**src/rtl/bus_op_controller.sv**
```systemverilog
// Instruction sequencer for a shared tri-state register bus.
// Turns ld/mv/swap instructions into per-cycle Extern/Rout/Rin strobes.
module bus_op_controller #(
  parameter int unsigned NREG = 4,
  parameter int unsigned AW   = 2,
  parameter int unsigned CW   = 8
) (
  input  logic              Clock,
  input  logic              Reset,
  input  logic              Run,
  input  logic [2*AW+1:0]   IR,
  output logic              Ready,
  output logic              Extern,
  output logic [NREG-1:0]   Rout,
  output logic [NREG-1:0]   Rin,
  output logic              Done,
  output logic              Error,
  output logic [CW-1:0]     OpCount
);

  localparam int unsigned IRW = 2*AW + 2;
  localparam logic [AW-1:0] SCRATCH = AW'(NREG - 1);

  localparam logic [1:0] OP_LD   = 2'b00;
  localparam logic [1:0] OP_MV   = 2'b01;
  localparam logic [1:0] OP_SWAP = 2'b10;

  typedef enum logic [1:0] {
    IDLE = 2'd0,
    T1   = 2'd1,
    T2   = 2'd2,
    T3   = 2'd3
  } state_t;

  state_t          state_q;
  state_t          state_d;
  logic [IRW-1:0]  ir_q;
  logic [1:0]      op;
  logic [AW-1:0]   x_idx;
  logic [AW-1:0]   y_idx;
  logic            swap_bad;

  assign op    = ir_q[2*AW+1:2*AW];
  assign x_idx = ir_q[2*AW-1:AW];
  assign y_idx = ir_q[AW-1:0];

  // A swap needs two distinct operands, neither of which is the scratch register.
  assign swap_bad = (x_idx == y_idx) || (x_idx == SCRATCH) || (y_idx == SCRATCH);

  // State, latched instruction and completion counter.
  always_ff @(posedge Clock) begin
    if (Reset) begin
      state_q <= IDLE;
      ir_q    <= '0;
      OpCount <= '0;
    end else begin
      state_q <= state_d;
      if (state_q == IDLE && Run) begin
        ir_q <= IR;
      end
      if (Done && !Error) begin
        OpCount <= OpCount + CW'(1);
      end
    end
  end

  // Next state and Moore strobe decode from state and latched instruction.
  always_comb begin
    state_d = state_q;
    Ready   = 1'b0;
    Extern  = 1'b0;
    Rout    = '0;
    Rin     = '0;
    Done    = 1'b0;
    Error   = 1'b0;

    case (state_q)
      IDLE: begin
        Ready = 1'b1;
        if (Run) begin
          state_d = T1;
        end
      end

      T1: begin
        state_d = IDLE;
        case (op)
          OP_LD: begin
            Extern = 1'b1;
            Rin    = NREG'(1) << x_idx;
            Done   = 1'b1;
          end
          OP_MV: begin
            Rout = NREG'(1) << y_idx;
            Rin  = NREG'(1) << x_idx;
            Done = 1'b1;
          end
          OP_SWAP: begin
            if (swap_bad) begin
              Done  = 1'b1;
              Error = 1'b1;
            end else begin
              Rout    = NREG'(1) << x_idx;
              Rin     = NREG'(1) << SCRATCH;
              state_d = T2;
            end
          end
          default: begin
            Done  = 1'b1;
            Error = 1'b1;
          end
        endcase
      end

      T2: begin
        Rout    = NREG'(1) << y_idx;
        Rin     = NREG'(1) << x_idx;
        state_d = T3;
      end

      T3: begin
        Rout    = NREG'(1) << SCRATCH;
        Rin     = NREG'(1) << y_idx;
        Done    = 1'b1;
        state_d = IDLE;
      end

      default: begin
        state_d = IDLE;
      end
    endcase
  end

endmodule

```
**config.mk**
```make
export PLATFORM = sky130hd
export DESIGN_NAME = bus_op_controller
export DESIGN_NICKNAME = d
export VERILOG_FILES = /design/src/rtl/bus_op_controller.sv
export SDC_FILE = /design/constraint.sdc
export NUM_CORES = 1
export LEC_CHECK = 0
export ABC_AREA = 1
export CORE_MARGIN = 1
export CORE_UTILIZATION = 60
export CTS_BUF_LIST = sky130_fd_sc_hd__clkbuf_8
export CTS_CLUSTER_DIAMETER = 80
export DETAILED_ROUTE_END_ITERATION = 12
export DONT_BUFFER_PORTS = 1
export PLACE_DENSITY = 0.78
export SYNTH_ARGS = -nofsm -noshare
export SYNTH_HDL_FRONTEND = slang
export SYNTH_SLANG_ARGS = --single-unit
```
**constraint.sdc**
```tcl
create_clock -name Clock -period 2.05 [get_ports Clock]
set_input_delay 0.205 -clock Clock [delete_from_list [all_inputs] [get_ports Clock]]
set_output_delay 0.205 -clock Clock [all_outputs]
set_load 0.005 [all_outputs]
```
==> impl_results.md, run 1 <==
* Synth warn at 0
* Initial core utilization at 0.642
* Max Root-Sink Buffers at 2
* Post-Route WL at 2360 um
* DRC at 0
* Number of library cell types mapped by synthesis at 28
* Max Fanout on Critical Path at 4
* Total CTS buffers at 3
* Final Util at 0.685
* Met3 usage at 0.0640
* Internal Power at 557 uW
* Routed len/inst at 12.8 um
* Worst setup SP type: register
* Pre-CTS setup slack at 494 ps
* Starting DRT DRC Count at 32
* RSZ-0062 raised after global routing: no
* Final hold violation count at 0
* Overall power at 814 uW
* Routability cong. at 0.962
* Final setup margin at 228 ps
* Later-pin clock latency in the skew report at 250 ps
* CP arrival at 1620 ps
* Hold WC Path Type: input pin to register
* Placeable Area at 1750 sq um
* Vias after detailed routing at 1008
* Gr usage total at 0.249
* First-pass GRT wire length at 3680 um
* Initial antenna violation count at 0
* Syn_area_per_cell at 7.13 sq um
* Post-placement cell area at 1130 sq um
* Switch share at 0.315
* # fillers at 150
* DP Wirelength at 1830 um
* Yosys reg bits at 16
* R2r setup slk at 480 ps
* Max IR drop VDD at 518 uV
* R2r worst-path depth at 10
* Vias in the first global route at 883
* Max cap viols at 0
* Gate Count Post-Synth at 157
* Fmax achieved at 549 MHz
* Die area at 2040 sq um
* Power share of the clock group at 0.341
* Number of diodes at 0
* Aggregate global routing overflow at 0
* GRT busiest layer: met2
* CTS Sinks at 16
* Req. time, crit path at 1850 ps
* Syn-to-layout area delta at 6.82%
* Sequential group share of total power at 0.439
* Leak Pwr at 0.474 nW
* Depth of the CTS H-tree at 1
* 1st-pass router iterations at 4
* Post-CTS sizing at 0
* I/O pin count at 29
* IO Port Bufs at 0
* M1 GR Usage at 0.336
* Nets at 174
* CTS Root Cell: clkbuf_8
* Status: finished clean
* Row count at 15
* Tcrit/Tclk final at 0.889
* Slew @ Worst Pin at 364 ps
* Final setup vio count at 0
* Clk_skew at 3.68 ps
* Cell Area, Synth at 1120 sq um
* Die Ht at 45.2 um
* Routed Antenna Nets at 0
* TNS Setup at 0 ps
* Power density cells at 680 nW/um^2
* CTS tree: built
* Reg clk slew, reported paths at 60 ps
* Design Area, Final at 1200 sq um
* Max-slew violations at 0
* Seq/Total Area, Yosys at 0.286
* Power share of the combinational group at 0.219
* Largest net degree at the start of global routing at 13
* Layout cell share with drive strength beyond 1 at 0.195
* Setup crit end kind: primary output
* Number of vias per cell at 5.48
* Rel. slew slack at 0.757
* Cells on Worst Hold Path at 1
* Sw power at 257 uW
* Die width at 45.2 um
* Syn nets at 171
* Grt met2 use at 0.380
* Final Critical Period at 1820 ps
* Worst setup path class: register to primary output
[metrics by stage]
| stage | hold slack [ps] | std cells |
|---|---|---|
| 2_1_floorplan | 367 | 157 |
| 3_3_place_gp | 269 | 179 |
| 3_5_place_dp | 270 | 179 |
| 4_1_cts | 2.58 | 183 |
| 5_1_grt | 1.38 | 184 |
| 6_report | 11.2 | 184 |
[placed cells by master (no fill, tap or decap), drive strengths merged]
| cell type | n |
|---|---|
| nand2 | 40 |
| dlygate4sd3 | 1 |
| a31oi | 1 |
| ha | 5 |
| o221ai | 1 |
| dfxtp | 16 |
| clkbuf | 4 |
| o31ai | 1 |
| o22ai | 6 |
| xor2 | 2 |
| inv | 26 |
| xnor2 | 1 |
| nand3b | 2 |
| o21ai | 10 |
| nor2 | 13 |
| nor3 | 3 |
| a21oi | 13 |
| nand4 | 1 |
| nand3 | 13 |
[cell usage after synthesis]
| cell | instances | area [sq um] |
|---|---|---|
| a21oi_1 | 7 | 35.0 |
| buf_6 | 1 | 11.3 |
| nand2_2 | 4 | 25.0 |
| xnor2_1 | 1 | 8.76 |
| nand3_4 | 2 | 35.0 |
| nor2_1 | 9 | 33.8 |
| nand4_1 | 1 | 6.26 |
| o21ai_0 | 10 | 50.1 |
| nor3_1 | 3 | 15.0 |
| clkbuf_1 | 1 | 3.75 |
| ha_1 | 5 | 62.6 |
| dfxtp_1 | 16 | 320 |
| buf_2 | 1 | 5.00 |
| nand3b_1 | 2 | 15.0 |
| nand2_1 | 34 | 128 |
| nor2_2 | 3 | 18.8 |
| inv_1 | 23 | 86.3 |
| nor2_4 | 1 | 11.3 |
| inv_2 | 3 | 11.3 |
| a21oi_2 | 6 | 52.6 |
| nand2_4 | 2 | 22.5 |
| nand3_2 | 6 | 60.1 |
| a31oi_1 | 1 | 6.26 |
| nand3_1 | 5 | 25.0 |
| o22ai_1 | 6 | 37.5 |
| xor2_1 | 2 | 17.5 |
| o221ai_1 | 1 | 8.76 |
| o31ai_1 | 1 | 7.51 |
[final timing paths]
kind / startpoint / endpoint
max: ir_q[5]$_SDFFE_PP0P_ / Rin[3]
min: Reset / OpCount[2]$_SDFFE_PP0P_
max reg2reg: ir_q[5]$_SDFFE_PP0P_ / OpCount[1]$_SDFFE_PP0P_
min reg2reg: OpCount[7]$_SDFFE_PP0P_ / OpCount[7]$_SDFFE_PP0P_
[power by group through the flow]
stage               combinational (mW)  sequential [mW]  clock [mW]
detailed placement               0.172            0.364           0
finish                           0.178            0.358       0.278
global route                     0.197            0.361       0.302
floorplan                        0.152            0.359           0
CTS                              0.173            0.357       0.284
global placement                 0.166            0.363           0
[metal layers]
layer / routed length [um] / part of all wire
met4: 15 / 0.0064
met2: 1040 / 0.44
met3: 186 / 0.079
met1: 1120 / 0.48
met5: 0 / 0
[critical path: stages, from the launching register on]
cell	delay (ps)
dfxtp_1	350
inv_1	90
ha_1	200
inv_1	110
nand2_1	90
a31oi_1	340
o221ai_1	200
[timing repair]
item                                   4_1_cts  5_1_grt
endpoints found under the hold margin        0        4
buffers inserted                             0        0
hold buffers                                 0        1
[state kept, by name, summed over array words and instances (netlist names), named ones only]
name	count
state_q	1
OpCount	8
ir_q	6
[cell type report]
type / instances / area, sq um / share of cell area
Inverter: 26 / 97.6 / 0.0816
Timing Repair Buffer: 1 / 10.0 / 0.00837
Tap cell: 25 / 31.3 / 0.0262
Clock buffer: 4 / 55.1 / 0.0460
Sequential cell: 16 / 320 / 0.268
Multi-Input combinational cell: 112 / 682 / 0.570
[logic make-up (layout without fill, tap and decap cells)]
| family | Yosys count | count (layout) | synth area share |
|---|---|---|---|
| AOI/OAI and AO/OA | 32 | 32 | 0.177 |
| buffers and inverters | 29 | 31 | 0.105 |
| DFF | 16 | 16 | 0.286 |
| xor gates and xnor gates | 3 | 3 | 0.0235 |
| adders and majority gates | 5 | 5 | 0.0559 |
| and+or+nand+nor | 72 | 72 | 0.353 |
No activity file was read; power rests on OpenSTA's default activity.
==> inputs of run 2 (changes only) <==
--- a/config.mk
+++ b/config.mk
@@ -7,12 +7,12 @@
 export LEC_CHECK = 0
 export ABC_AREA = 1
 export CORE_MARGIN = 1
-export CORE_UTILIZATION = 60
+export CORE_UTILIZATION = 47
 export CTS_BUF_LIST = sky130_fd_sc_hd__clkbuf_8
 export CTS_CLUSTER_DIAMETER = 80
 export DETAILED_ROUTE_END_ITERATION = 12
 export DONT_BUFFER_PORTS = 1
-export PLACE_DENSITY = 0.78
+export PLACE_DENSITY = 0.64
 export SYNTH_ARGS = -nofsm -noshare
 export SYNTH_HDL_FRONTEND = slang
 export SYNTH_SLANG_ARGS = --single-unit
==> run 2 against run 1 <==
Net effect:
- design area increased by 1.2%
- clock-buffer cell count unchanged
- sequential cell count unchanged
- sequential power about the same
- largest cell class unchanged
- die area increased by 26%
==> impl_results.md, run 2 (synthesis results as in run 1) <==
* Worst setup path class: register to primary output
* Critical R2R Capture: OpCount[1]$_SDFFE_PP0P_
* Vias in the first global route at 832
* Post-placement cell area at 1130 sq um
* 1st-pass router iterations at 4
* Max cap viols at 0
* Gr usage total at 0.200
* Final hold violation count at 0
* Largest net degree at the start of global routing at 13
* Hold WC Path Type: input pin to register
* Biggest register: OpCount
* Aggregate global routing overflow at 0
* R2r worst-path depth at 10
* Row count at 17
* DRC at 0
* CTS tree: built
* Final setup vio count at 0
* Leak Pwr at 0.478 nW
* Biggest regs: OpCount x8, ir_q x6, state_q x1
* Worst Setup SP: ir_q[5]$_SDFFE_PP0P_
* Power density cells at 685 nW/um^2
* Die area at 2580 sq um
* Reg clk slew, reported paths at 70 ps
* Post-Route WL at 2440 um
* Status: finished clean
* Max-slew violations at 0
* Multi-input gate area in the final layout at 682 sq um
* First-pass GRT wire length at 3780 um
* Depth of the CTS H-tree at 1
* R2r setup slk at 490 ps
* Number of vias per cell at 5.46
* Placeable Area at 2230 sq um
* IO Port Bufs at 0
* # fillers at 220
* FF-to-FF Start: ir_q[5]$_SDFFE_PP0P_
* Req. time, crit path at 1850 ps
* Routability cong. at 0.843
* Storage cell area at 320 sq um
* Quantity of hold-fixing buffers added after cts at 1
* Most common cell after layout, fill and taps aside: nand2_1
* Vias after detailed routing at 1027
* Layout cell share with drive strength beyond 1 at 0.194
* # Post-CTS Setup Buffers at 0
* Clk_skew at 10.1 ps
* Nets at 175
* Number of flip-flops in the largest register at 8
* Post-CTS sizing at 0
* Final Util at 0.542
* CP arrival at 1640 ps
* Starting DRT DRC Count at 33
* Syn-to-layout area delta at 8.04%
* Tcrit/Tclk final at 0.900
* Setup crit end kind: primary output
* DP Wirelength at 1870 um
* Rel. slew slack at 0.757
* Total CTS buffers at 3
* Initial core utilization at 0.501
* Cells on Worst Hold Path at 1
* Worst setup SP type: register
* Max Fanout on Critical Path at 4
* Pre-CTS setup slack at 494 ps
* Initial antenna violation count at 0
* I/O pin count at 29
* Routed len/inst at 13.0 um
* Max IR drop VDD at 496 uV
* Final Critical Period at 1850 ps
* Fmax achieved at 542 MHz
* Die Ht at 50.8 um
* CTS Root Cell: clkbuf_8
* Routed Antenna Nets at 0
* Max Root-Sink Buffers at 2
* Most frequent cells in the layout: nand2_1, inv_1, dfxtp_1, o21ai_0, nor2_1
* Later-pin clock latency in the skew report at 260 ps
* RSZ-0062 raised after global routing: no
* TNS Setup at 0 ps
* Final hold slack at 9.65 ps
* Slew @ Worst Pin at 364 ps
* Number of diodes at 0
* Design Area, Final at 1210 sq um
* CP Capture Point: Rin[3]
* Die width at 50.8 um
* Final setup margin at 205 ps
* CTS Sinks at 16
-- run 2: worst min-delay path by stage --
stage	from	end	slack, ps
3_3_place_gp	Reset	OpCount[4]$_SDFFE_PP0P_	270
6_report	Reset	state_q[0]$_SDFFE_PP0P_	10
2_1_floorplan	Run	state_q[0]$_SDFFE_PP0P_	370
4_1_cts	Reset	OpCount[7]$_SDFFE_PP0P_	0.3
5_1_grt	Reset	state_q[0]$_SDFFE_PP0P_	6
3_5_place_dp	Reset	OpCount[4]$_SDFFE_PP0P_	270
-- run 2: routing by layer --
| metal | vias up | part of all wire | global-route usage |
|---|---|---|---|
| met2 | 36 | 0.44 | 0.302 |
| met4 | 0 | 0.017 | 0.0972 |
| met3 | 5 | 0.056 | 0.0625 |
| met1 | 467 | 0.48 | 0.257 |
| li1 | 519 | - | - |
| met5 | - | 0 | 0 |
-- run 2: power breakdown --
part | total (mW) | internal, mW | switching, mW | leakage, nW
combinational | 0.180 | 0.0580 | 0.121 | 0.318
sequential | 0.358 | 0.331 | 0.0271 | 0.131
clock | 0.291 | 0.171 | 0.120 | 0.0288
total | 0.829 | 0.560 | 0.269 | 0.478
-- run 2: metrics by stage --
step           total power, mW  std cells
2_1_floorplan            0.511        157
3_3_place_gp             0.530        182
5_1_grt                  0.872        188
4_1_cts                  0.830        187
3_5_place_dp             0.537        182
6_report                 0.829        188
-- run 2: cell type report --
class | count | area share
multi-input cells | 112 | 0.564
flip-flops and latches | 16 | 0.265
inverters | 26 | 0.0807
clock buffers | 4 | 0.0455
well taps | 28 | 0.0290
repair buffers | 2 | 0.0165
-- run 2: worst max-delay path, cell delays in order, from the launching register on --
cell and delay [ps]:
dfxtp_1 350, inv_1 90, ha_1 200, inv_1 120, nand2_1 80, a31oi_1 340, o221ai_1 200
==> inputs of run 3 (changes only) <==
--- a/config.mk
+++ b/config.mk
@@ -5,14 +5,13 @@
 export SDC_FILE = /design/constraint.sdc
 export NUM_CORES = 1
 export LEC_CHECK = 0
-export ABC_AREA = 1
 export CORE_MARGIN = 1
-export CORE_UTILIZATION = 47
+export CORE_UTILIZATION = 35
 export CTS_BUF_LIST = sky130_fd_sc_hd__clkbuf_8
 export CTS_CLUSTER_DIAMETER = 80
 export DETAILED_ROUTE_END_ITERATION = 12
 export DONT_BUFFER_PORTS = 1
-export PLACE_DENSITY = 0.64
+export PLACE_DENSITY = 0.51
 export SYNTH_ARGS = -nofsm -noshare
 export SYNTH_HDL_FRONTEND = slang
 export SYNTH_SLANG_ARGS = --single-unit
==> run 3 against run 2 <==
Net effect:
- clock power shrank 3%
- worst setup slack lost 22 ps
- critical path depth is the same
- critical path type unchanged
- first-iteration DRC count grew 39%
- critical endpoint is now Rout[2]
==> impl_results.md, run 3 <==
* Final setup vio count at 0
* Sw power at 185 uW
* Most common cell after layout, fill and taps aside: nor2_1
* Syn nets at 128
* RSZ-0062 raised after global routing: no
* Final hold violation count at 0
* Max cap viols at 0
* Slew @ Worst Pin at 439 ps
* Final hold slack at 14.7 ps
* Initial core utilization at 0.366
* EDFF count, synth at 0
* CTS Root Cell: clkbuf_8
* Worst setup SP type: register
* Req. time, crit path at 1850 ps
* Routability cong. at 0.757
* Gr usage total at 0.150
* Placeable Area at 2730 sq um
* Yosys reg bits at 16
* Main flop type after synthesis: dfxtp_1
* Switch share at 0.257
* Tcrit/Tclk final at 0.911
* Die area at 3080 sq um
* CP arrival at 1660 ps
* Fmax achieved at 535 MHz
* Final Util at 0.389
* First-pass GRT wire length at 3660 um
* I/O pin count at 29
* Power density cells at 677 nW/um^2
* Max-slew violations at 0
* DRC at 0
* Final std cells w/o fill at 143
* Row count at 19
* Yosys top cell area share at 0.320
* Sequential group share of total power at 0.476
* Number of library cell types mapped by synthesis at 41
* Biggest regs: OpCount x8, ir_q x6, state_q x1
* Biggest register: OpCount
* Max Fanout on Critical Path at 4
* Hold WC Path Type: input pin to register
* Gate Count Post-Synth at 114
* Die width at 55.5 um
* Number of diodes at 0
* Starting DRT DRC Count at 46
* DP Wirelength at 1540 um
* Internal Power at 535 uW
* Status: finished clean
* Seq/Total Area, Yosys at 0.320
* Multi-input gate area in the final layout at 623 sq um
* Worst setup path class: register to primary output
* Number of flip-flops in the largest register at 8
* Most common cell in the netlist: nor2_1
* Layout cell share with drive strength beyond 1 at 0.107
* Largest net degree at the start of global routing at 17
* Reg clk slew, reported paths at 60 ps
* Placed Cells at 139
* 1st-pass router iterations at 4
* Number of vias per cell at 5.59
* Routed Antenna Nets at 0
* Setup crit end kind: primary output
* # Post-CTS Setup Buffers at 0
* Nets at 127
* Top post-synthesis cells by area: dfxtp_1, nor2_1, xor2_1
* Vias in the first global route at 797
* Routed len/inst at 14.8 um
* CTS Sinks at 16
* Power share of the combinational group at 0.133
* Power share of the clock group at 0.391
* IO Port Bufs at 0
* Post-Route WL at 2120 um
* Post-CTS sizing at 0
* TNS Setup at 0 ps
* Max IR drop VDD at 385 uV
* Initial antenna violation count at 0
* Die Ht at 55.5 um
* Post-synth top cells: nor2_1, dfxtp_1, xor2_1
* Storage cell area at 320 sq um
* # fillers at 275
* Max Root-Sink Buffers at 2
* Depth of the CTS H-tree at 1
* Leak Pwr at 0.404 nW
* Syn-to-layout area delta at 6.25%
* Final Critical Period at 1870 ps
* Synth warn at 0
* Later-pin clock latency in the skew report at 250 ps
* Vias after detailed routing at 799
* Cell Area, Synth at 1000 sq um
* Async S/R FF share, synth at 0
* CTS tree: built
* Most area-hungry cell type in the Yosys netlist: dfxtp_1
* Rel. slew slack at 0.707
* Aggregate global routing overflow at 0
* Clk_skew at 2.90 ps
* Total CTS buffers at 3
* Syn_area_per_cell at 8.78 sq um
* Quantity of hold-fixing buffers added after cts at 0
* Most frequent cells in the layout: nor2_1, dfxtp_1, xor2_1, nand2_1, mux2i_1
run 3: layout make-up:
cell class | instances | area share
clock buffer | 4 | 0.0518
timing repair buffer | 2 | 0.0141
inverter | 3 | 0.0106
tap | 31 | 0.0365
sequential | 16 | 0.301
multi-input combinational | 87 | 0.586
run 3: final timing paths:
check                                             start                 endpoint  slack (ps)  cells past startpoint
worst max-delay path               ir_q[5]$_SDFFE_PP0P_                  Rout[2]         180                      6
worst min-delay path                              Reset  OpCount[6]$_SDFFE_PP0P_          10                      1
worst max register to register     ir_q[4]$_SDFFE_PP0P_  OpCount[6]$_SDFFE_PP0P_         410                      6
worst min register to register  OpCount[7]$_SDFFE_PP0P_  OpCount[7]$_SDFFE_PP0P_         550                      2
run 3: kinds of logic (layout without fill, tap and decap cells):
kind of cell / Yosys count / after routing / synth area share
AOI/OAI and AO/OA: 24 / 24 / 0.187
xor gates and xnor gates: 8 / 8 / 0.0700
adders and majority gates: 5 / 5 / 0.0625
buffers and inverters: 11 / 9 / 0.0700
DFF: 16 / 16 / 0.320
muxes: 5 / 5 / 0.0500
and+or+nand+nor: 45 / 45 / 0.240
run 3: critical path: stages (launching register included):
cell and delay [ps]:
dfxtp_1 350, inv_1 110, ha_4 300, nand2_1 50, o21a_1 210, or3_1 300
o31ai_1 90
run 3: layer usage:
metal | up-vias | share of wire | GRT usage
met3 | 5 | 0.077 | 0.0422
met1 | 371 | 0.47 | 0.194
met2 | 23 | 0.43 | 0.222
li1 | 400 | - | -
met4 | 0 | 0.024 | 0.0857
met5 | - | 0 | 0
run 3: metrics by stage:
stage / power [mW] / worst slack (ps) / area, sq um
2_1_floorplan: 0.435 / 507 / 1000
3_3_place_gp: 0.439 / 453 / 996
3_5_place_dp: 0.441 / 419 / 996
4_1_cts: 0.722 / 136 / 1050
5_1_grt: 0.755 / 54.0 / 1060
6_report: 0.720 / 182 / 1060
run 3: power groups by stage:
stage	combinational (mW)	clock, mW	sequential (mW)
2_1_floorplan	0.0948	0	0.340
3_3_place_gp	0.0901	0	0.349
3_5_place_dp	0.0913	0	0.350
4_1_cts	0.0920	0.288	0.343
5_1_grt	0.108	0.301	0.346
6_report	0.0956	0.282	0.343
